`src/rtl/scaler_vmac.sv`:
```
// Vertical-filter MAC engine: per-lane masked tap products, adder tree, then round/clamp/saturate.
// Three pipeline stages share one global advance so valid/ready backpressure stalls everything.
module scaler_vmac #(
  parameter int unsigned PIXEL_BITWIDTH       = 8,
  parameter int unsigned KERNEL_MAX           = 4,
  parameter int unsigned KERNEL_COEF_BITWIDTH = 8,
  parameter int unsigned COEF_FRAC            = 6,
  parameter int unsigned LANES                = 4,
  parameter int unsigned VRLT_BITWIDTH        = 18
) (
  input  logic                                       clk,
  input  logic                                       rst_n,
  input  logic [$clog2(KERNEL_MAX+1)-1:0]            cfg_taps,
  input  logic                                       din_valid,
  output logic                                       din_ready,
  input  logic [KERNEL_COEF_BITWIDTH*KERNEL_MAX-1:0] din_coef,
  input  logic [PIXEL_BITWIDTH*KERNEL_MAX*LANES-1:0] din_pixel,
  input  logic                                       din_last,
  output logic                                       dout_valid,
  input  logic                                       dout_ready,
  output logic [VRLT_BITWIDTH*LANES-1:0]             dout_result,
  output logic [PIXEL_BITWIDTH*LANES-1:0]            dout_pixel,
  output logic [LANES-1:0]                           dout_sat,
  output logic                                       dout_last
);
  localparam int unsigned TapsW = $clog2(KERNEL_MAX + 1);
  localparam int unsigned ProdW = PIXEL_BITWIDTH + 1 + KERNEL_COEF_BITWIDTH;
  localparam int unsigned SumW  = ProdW + $clog2(KERNEL_MAX);
  localparam logic [TapsW-1:0] TapsMax = TapsW'(KERNEL_MAX);
  localparam int RndHalf = 2 ** (COEF_FRAC - 1);
  localparam int PixMax  = 2 ** PIXEL_BITWIDTH - 1;
  localparam int ResHalf = 2 ** (VRLT_BITWIDTH - 1);
  localparam int ResMax  = ResHalf - 1;
  localparam int ResMin  = -ResHalf;

  logic                    w_adv;
  logic [TapsW-1:0]        w_taps;
  logic [KERNEL_MAX-1:0]   w_mask;
  logic signed [ProdW-1:0] w_coef_x [KERNEL_MAX];
  logic signed [ProdW-1:0] w_pix_x  [LANES][KERNEL_MAX];
  logic signed [ProdW-1:0] w_prod   [LANES][KERNEL_MAX];
  logic signed [ProdW-1:0] r_prod   [LANES][KERNEL_MAX];
  logic signed [SumW-1:0]  w_sum    [LANES];
  logic signed [SumW-1:0]  r_sum    [LANES];
  logic signed [31:0]      w_s32    [LANES];
  logic signed [31:0]      w_q32    [LANES];

  logic [VRLT_BITWIDTH*LANES-1:0]  w_result, r_result;
  logic [PIXEL_BITWIDTH*LANES-1:0] w_pixel, r_pixel;
  logic [LANES-1:0]                w_sat, r_sat;
  logic                            r_v1, r_v2, r_v3;
  logic                            r_last1, r_last2, r_last3;

  assign w_adv     = ~r_v3 | dout_ready;
  assign din_ready = w_adv;

  // Zero or out-of-range tap counts select the full kernel.
  always_comb begin
    w_taps = cfg_taps;
    if (cfg_taps == '0 || cfg_taps > TapsMax) w_taps = TapsMax;
    for (int k = 0; k < KERNEL_MAX; k++) w_mask[k] = TapsW'(k) < w_taps;
  end

  always_comb begin
    for (int k = 0; k < KERNEL_MAX; k++) begin
      w_coef_x[k] = ProdW'($signed(din_coef[KERNEL_COEF_BITWIDTH*k +: KERNEL_COEF_BITWIDTH]));
    end
    for (int l = 0; l < LANES; l++) begin
      for (int k = 0; k < KERNEL_MAX; k++) begin
        w_pix_x[l][k] = ProdW'(din_pixel[PIXEL_BITWIDTH*(l*KERNEL_MAX+k) +: PIXEL_BITWIDTH]);
        w_prod[l][k]  = w_mask[k] ? w_pix_x[l][k] * w_coef_x[k] : '0;
      end
    end
  end

  always_comb begin
    for (int l = 0; l < LANES; l++) begin
      w_sum[l] = '0;
      for (int k = 0; k < KERNEL_MAX; k++) w_sum[l] = w_sum[l] + SumW'(r_prod[l][k]);
    end
  end

  // Round half-up with a floor shift, then clamp pixel and saturate raw result independently.
  always_comb begin
    w_result = '0;
    w_pixel  = '0;
    w_sat    = '0;
    for (int l = 0; l < LANES; l++) begin
      w_s32[l] = 32'(r_sum[l]);
      w_q32[l] = (w_s32[l] + RndHalf) >>> COEF_FRAC;
      w_pixel[PIXEL_BITWIDTH*l +: PIXEL_BITWIDTH] = PIXEL_BITWIDTH'(w_q32[l]);
      if (w_q32[l] < 0) begin
        w_pixel[PIXEL_BITWIDTH*l +: PIXEL_BITWIDTH] = '0;
        w_sat[l] = 1'b1;
      end else if (w_q32[l] > PixMax) begin
        w_pixel[PIXEL_BITWIDTH*l +: PIXEL_BITWIDTH] = '1;
        w_sat[l] = 1'b1;
      end
      w_result[VRLT_BITWIDTH*l +: VRLT_BITWIDTH] = VRLT_BITWIDTH'(r_sum[l]);
      if (w_s32[l] > ResMax) begin
        w_result[VRLT_BITWIDTH*l +: VRLT_BITWIDTH] = VRLT_BITWIDTH'(ResMax);
        w_sat[l] = 1'b1;
      end else if (w_s32[l] < ResMin) begin
        w_result[VRLT_BITWIDTH*l +: VRLT_BITWIDTH] = VRLT_BITWIDTH'(ResMin);
        w_sat[l] = 1'b1;
      end
    end
  end

  always_ff @(posedge clk) begin
    if (w_adv) begin
      for (int l = 0; l < LANES; l++) begin
        for (int k = 0; k < KERNEL_MAX; k++) r_prod[l][k] <= w_prod[l][k];
        r_sum[l] <= w_sum[l];
      end
      r_last1 <= din_last;
      r_last2 <= r_last1;
    end
  end

  always_ff @(posedge clk or negedge rst_n) begin
    if (!rst_n) begin
      r_v1     <= 1'b0;
      r_v2     <= 1'b0;
      r_v3     <= 1'b0;
      r_result <= '0;
      r_pixel  <= '0;
      r_sat    <= '0;
      r_last3  <= 1'b0;
    end else if (w_adv) begin
      r_v1     <= din_valid;
      r_v2     <= r_v1;
      r_v3     <= r_v2;
      r_result <= w_result;
      r_pixel  <= w_pixel;
      r_sat    <= w_sat;
      r_last3  <= r_last2;
    end
  end

  assign dout_valid  = r_v3;
  assign dout_result = r_result;
  assign dout_pixel  = r_pixel;
  assign dout_sat    = r_sat;
  assign dout_last   = r_last3;
endmodule

```
`config.mk`:
```
export PLATFORM = sky130hd
export DESIGN_NAME = scaler_vmac
export DESIGN_NICKNAME = d
export VERILOG_FILES = /design/src/rtl/scaler_vmac.sv
export SDC_FILE = /design/constraint.sdc
export NUM_CORES = 2
export LEC_CHECK = 0
export ABC_AREA = 1
export CAP_MARGIN = 40
export CELL_PAD_IN_SITES_DETAIL_PLACEMENT = 0
export CELL_PAD_IN_SITES_GLOBAL_PLACEMENT = 1
export CORE_UTILIZATION = 35
export DETAILED_ROUTE_END_ITERATION = 8
export GPL_ROUTABILITY_DRIVEN = 0
export GPL_TIMING_DRIVEN = 0
export HOLD_SLACK_MARGIN = 0.06
export PLACE_DENSITY = 0.7
export SYNTH_ARGS = -nofsm -noshare
export SYNTH_HDL_FRONTEND = slang
export SYNTH_SLANG_ARGS = --single-unit
```
`constraint.sdc`:
```
create_clock -name clk -period 33.3 [get_ports clk]
set_input_delay 9.99 -clock clk [delete_from_list [all_inputs] [get_ports clk]]
set_output_delay 9.99 -clock clk [all_outputs]
set_load 0.03 [all_outputs]
```
* Word level (Yosys, flattened, before mapping)
Memories as Yosys holds them, arrays and structs flattened.
Index checks and enable logic that the tools add are counted.
** Word-level totals
- Bits in registers :: 114
- Latch bits :: 0
- Bits in writable memories :: 348
- Memory bits (read-only) :: 0
- Bits of input ports :: 168
- Output and inout port bits :: 111
- Logic and storage cells :: 119
- Memories :: 2
** Operators by class
- Add/subtract/negate cells :: 16
- Multiply operators :: 16
- Divide/modulo/power cells :: 0
- Magnitude comparators :: 21
- Eq/ne operators :: 0
- Shifts and indexed selects :: 0
- Mux-type cells :: 51
- Bitwise logic cells :: 2
- Reduce and logical (&&, ||, !) cells :: 2
** Memories
- r_prod :: depth 4, bits a word 68, read ports 4, clocked after memory_dff 0, write ports 4, line 42 : logic signed [ProdW-1:0] r_prod [LANES][KERNEL_MAX];
- r_sum :: depth 4, bits a word 19, read ports 4, clocked after memory_dff 0, write ports 4, line 44 : logic signed [SumW-1:0] r_sum [LANES];
** Operators by type and width (count)
- $mul A9 B8 Y17 :: 16
- $mux W17 :: 16
- $mux W18 :: 8
- $add A19 B7 Y20 const B :: 4
- $add A18 B17 Y19 :: 4
- $add A19 B17 Y19 :: 4
- $gt A19 B18 Y1 const B :: 4
- $lt A19 B18 Y1 const B :: 4
- $add A17 B17 Y18 :: 4
- $mux W8 :: 8
- $gt A14 B9 Y1 const B :: 4
- $lt A14 B1 Y1 const B :: 4
- $mux W1 :: 18
- $lt A1 B3 Y1 const A :: 2
- $lt A2 B3 Y1 const A :: 2
- $gt A3 B3 Y1 const B :: 1
- $logic_not A3 Y1 :: 1
- $mux W3 :: 1
- $logic_or A1 B1 Y1 :: 1
- $not A1 Y1 :: 1
- $or A1 B1 Y1 :: 1

* Depth between registers and ports, before layout
An unclocked memory read counts as a cell.
- Depth after elaboration :: 7
- Mapped depth :: 24
- Depth with buffers taken out :: 23

* Worst setup path before layout
OpenSTA, ideal clock, no wires.
- Path kind :: input to output
- From :: input port dout_ready
- To :: output port din_ready
- Arrival time :: 20.007 ns
- Data required time :: 23.310 ns
- Path slack :: 3.303 ns
- Cell stages on the path :: 3
- Buffers on the path :: 1
- Path through :: nor2_4 inv_1 clkbuf_1
** Between the ends
- Longest elaborated chain between the ends :: 1
** RTL lines
- start: declaration :: line 20 : input logic dout_ready,
- $or A1 B1 Y1 :: line 54 : assign w_adv = ~r_v3 | dout_ready;
- end: declaration :: line 15 : output logic din_ready,
Every way passes these cells.

* Worst setup path after layout
Ends and elaborated chain as after synthesis.

==> run metrics <==
result of the run complete, no violations; slack of the worst reg-to-reg path 29.58 ns; total track usage 21.74%; worst voltage drop across the vdd grid 78.15 uV; Avg Cell Area, Syn 8.037 um^2; number of cells on the worst reg-to-reg path 14; post-route worst hold slack 0.4417 ns; largest cells by area after synthesis sky130_fd_sc_hd__fa_1, sky130_fd_sc_hd__edfxtp_1, sky130_fd_sc_hd__ha_1, sky130_fd_sc_hd__inv_1, sky130_fd_sc_hd__nand2_1; CP startpoint kind primary input; FF-to-FF End r_sum[3][13]; Slew Limit Headroom 34.00%; # setup viols final 0; cts repair resizes 0; Worst Clk Skew 0.02943 ns; hold-fix buffers at CTS 0; setup repair after global routing missed its margin false; wire length per cell after detailed routing 18.79 um; count of clock tree sinks 462; power density cells 100.8 nW/um^2; final standard cell utilization of the core 39.01%; final slew viol count 0; largest net degree at the start of global routing 87; TritonCTS clock tree yes; Root Buffer Master sky130_fd_sc_hd__clkbuf_16; endpoint type of the worst setup path primary output; fmax 43.49 MHz; class of the most critical setup path primary input to primary output; count of boundary I/O pins 279; combined area of all synthesized cells 61570 um^2; hold crit path type register to register; maximum clock path buffer count 3; share of the clock period used by the worst path 69.05%; commonest cells after routing, fill and taps aside sky130_fd_sc_hd__inv_1, sky130_fd_sc_hd__nand2_1, sky130_fd_sc_hd__ha_1; vias in the first global route 49541; number of flip-flops and latches in the synthesized netlist 462; Congestion Overflow GR 0; distinct cell type count of the synthesized netlist 47; Final Net Count 9550; number of buffers added for setup after CTS 0; time the final worst path needs with I/O delays and setup 22.99 ns; detailed-placement wirelength estimate 163700 um; worst-path fanout max 62; portion of the post-synthesis area used by sequential elements 21.62%; Critical Path RT 23.31 ns; number of port buffers 158; number of remaining DRC errors 0; CTS clk-pin slew, worst paths 0.06 ns; slew at the pin closest to its max-slew limit 0.9899 ns; startpoint of the lowest-slack register-to-register path r_prod[3][0]; number of cells produced by synthesis 7661; wire length reported by the detailed router 192600 um; Setup crit end din_ready; Synth Warn # 0; number of buffers created by CTS 50; net count of the mapped netlist 9326; First DRT Iteration DRCs 3499; Max-Cap Viols 0; vertical die dimension 421.4 um; CP startpoint dout_ready; area share of the largest cell type after synthesis 23.80%; signal arrival time at the worst endpoint 13.00 ns; Placeable Area 174200 um^2; final hold violation count 0; number of detailed-route iterations in the first pass 6; row cnt 153; layout-stage area growth over the synthesis result 10.37%; first-pass GRT wire length 295100 um; via count of the routed design 48824; fraction of layout cells with a size suffix above 1 3.597%; area enclosed by the die boundary 177600 um^2; initial antenna violation count 19; CTS H-Tree Depth 2; post-DR vias/cell 4.763; clock latency reported for the late side of the worst-skew pair 0.62 ns; most common cell after layout, fill and taps aside sky130_fd_sc_hd__inv_1; library cell occupying the most area in the post-synthesis netlist sky130_fd_sc_hd__fa_1; Initial Utilization 35.35%; remaining number of nets flagged by the antenna check after routing 0; standby leakage power 0.03827 uW; Chip Width 421.4 um
==> logic make-up after synthesis <==
| kind of cell | count (synthesis) | synth area share (%) |
|---|---|---|
| flops | 462 | 21.62 |
| buf+inv | 2248 | 13.88 |
| fa+ha+maj | 1497 | 39.34 |
| xor+xnor | 119 | 1.693 |
| simple gates | 2683 | 17.66 |
| compound gates | 652 | 5.802 |
==> stage by stage <==
step,TNS [ns],setup WS (ns),cells,area [um^2],power (uW)
2_1_floorplan,0,3.303,7661,61570,4695
3_3_place_gp,-3.923,-3.923,10144,66060,6278
3_5_place_dp,0,10.24,10158,66330,6263
4_1_cts,0,10.22,10249,67950,6855
5_1_grt,0,10.15,10250,67950,7534
6_report,0,10.31,10251,67960,6851
==> power breakdown <==
| group | leakage, uW | internal, uW | switching [uW] | total, uW |
|---|---|---|---|---|
| Sequential | 0.00504 | 1130 | 268 | 1400 |
| Clock | 0.000793 | 315 | 242 | 557 |
| Combinational | 0.0324 | 1780 | 3120 | 4900 |
==> state kept, by name, summed over array words and instances (netlist names) <==
register / flops
r_v2: 1
r_last1: 1
dout_valid: 1
r_sum: 76
r_last2: 1
r_v1: 1
dout_result: 72
dout_pixel: 32
dout_sat: 4
r_prod: 272
dout_last: 1
==> worst min-delay path by stage <==
stage,start,endpoint,slack (ns),cells past startpoint
floorplan,r_last1,r_last2,0.40,0
global placement,r_last1,r_last2,0.41,0
detailed placement,r_last1,r_last2,0.41,0
CTS,r_last1,r_last2,0.44,0
global route,r_last1,r_last2,0.47,0
finish,r_last1,r_last2,0.44,0
==> routing by layer <==
layer  share of wire, %  routed length (um)  vias to the layer above  global-route usage [%]
met3                4.8                9339                      207                   1.996
met1                 44               84980                    23835                   29.06
met5              0.026                  50                        -                       0
li1                   -                   -                    23565                       -
met2                 48               91520                     1209                   37.04
met4                3.5                6710                        8                   6.782
==> worst max-delay path, stage by stage <==
cell and delay, ns:
sky130_fd_sc_hd__clkdlybuf4s50_1 0.46, sky130_fd_sc_hd__nor2_4 0.45, sky130_fd_sc_hd__inv_1 0.37, sky130_fd_sc_hd__clkbuf_4 0.63, sky130_fd_sc_hd__buf_16 0.42, sky130_fd_sc_hd__clkdlybuf4s50_1 0.65
==> cells in the mapped netlist, drive strengths merged <==
master / n
a211oi: 23
nor3b: 1
nand2: 1873
a21o: 28
o2111ai: 4
nand3b: 3
clkinv: 1
a31oi: 9
a21oi: 374
nor3: 39
buf: 13
xor2: 88
o211ai: 2
nand2b: 6
dfrtp: 112
edfxtp: 350
or2: 88
clkbuf: 246
ha: 765
nor2: 393
inv: 1988
o21bai: 13
o31ai: 6
o21a: 24
fa: 732
o21ai: 162
a21boi: 6
nand4: 54
o221ai: 1
nand3: 226
xnor2: 31
==> cell type report <==
class	instances	area [um^2]
diodes	2	5.005
plain buffers	259	1086
clock buffers	61	1323
clock inverters	30	294.0
fillers	18125	106200
inverters	1989	7466
multi-input cells	4951	39710
flip-flops and latches	462	13310
well taps	2325	2909
repair buffers	172	1849
No activity file was read; power rests on OpenSTA's default activity.
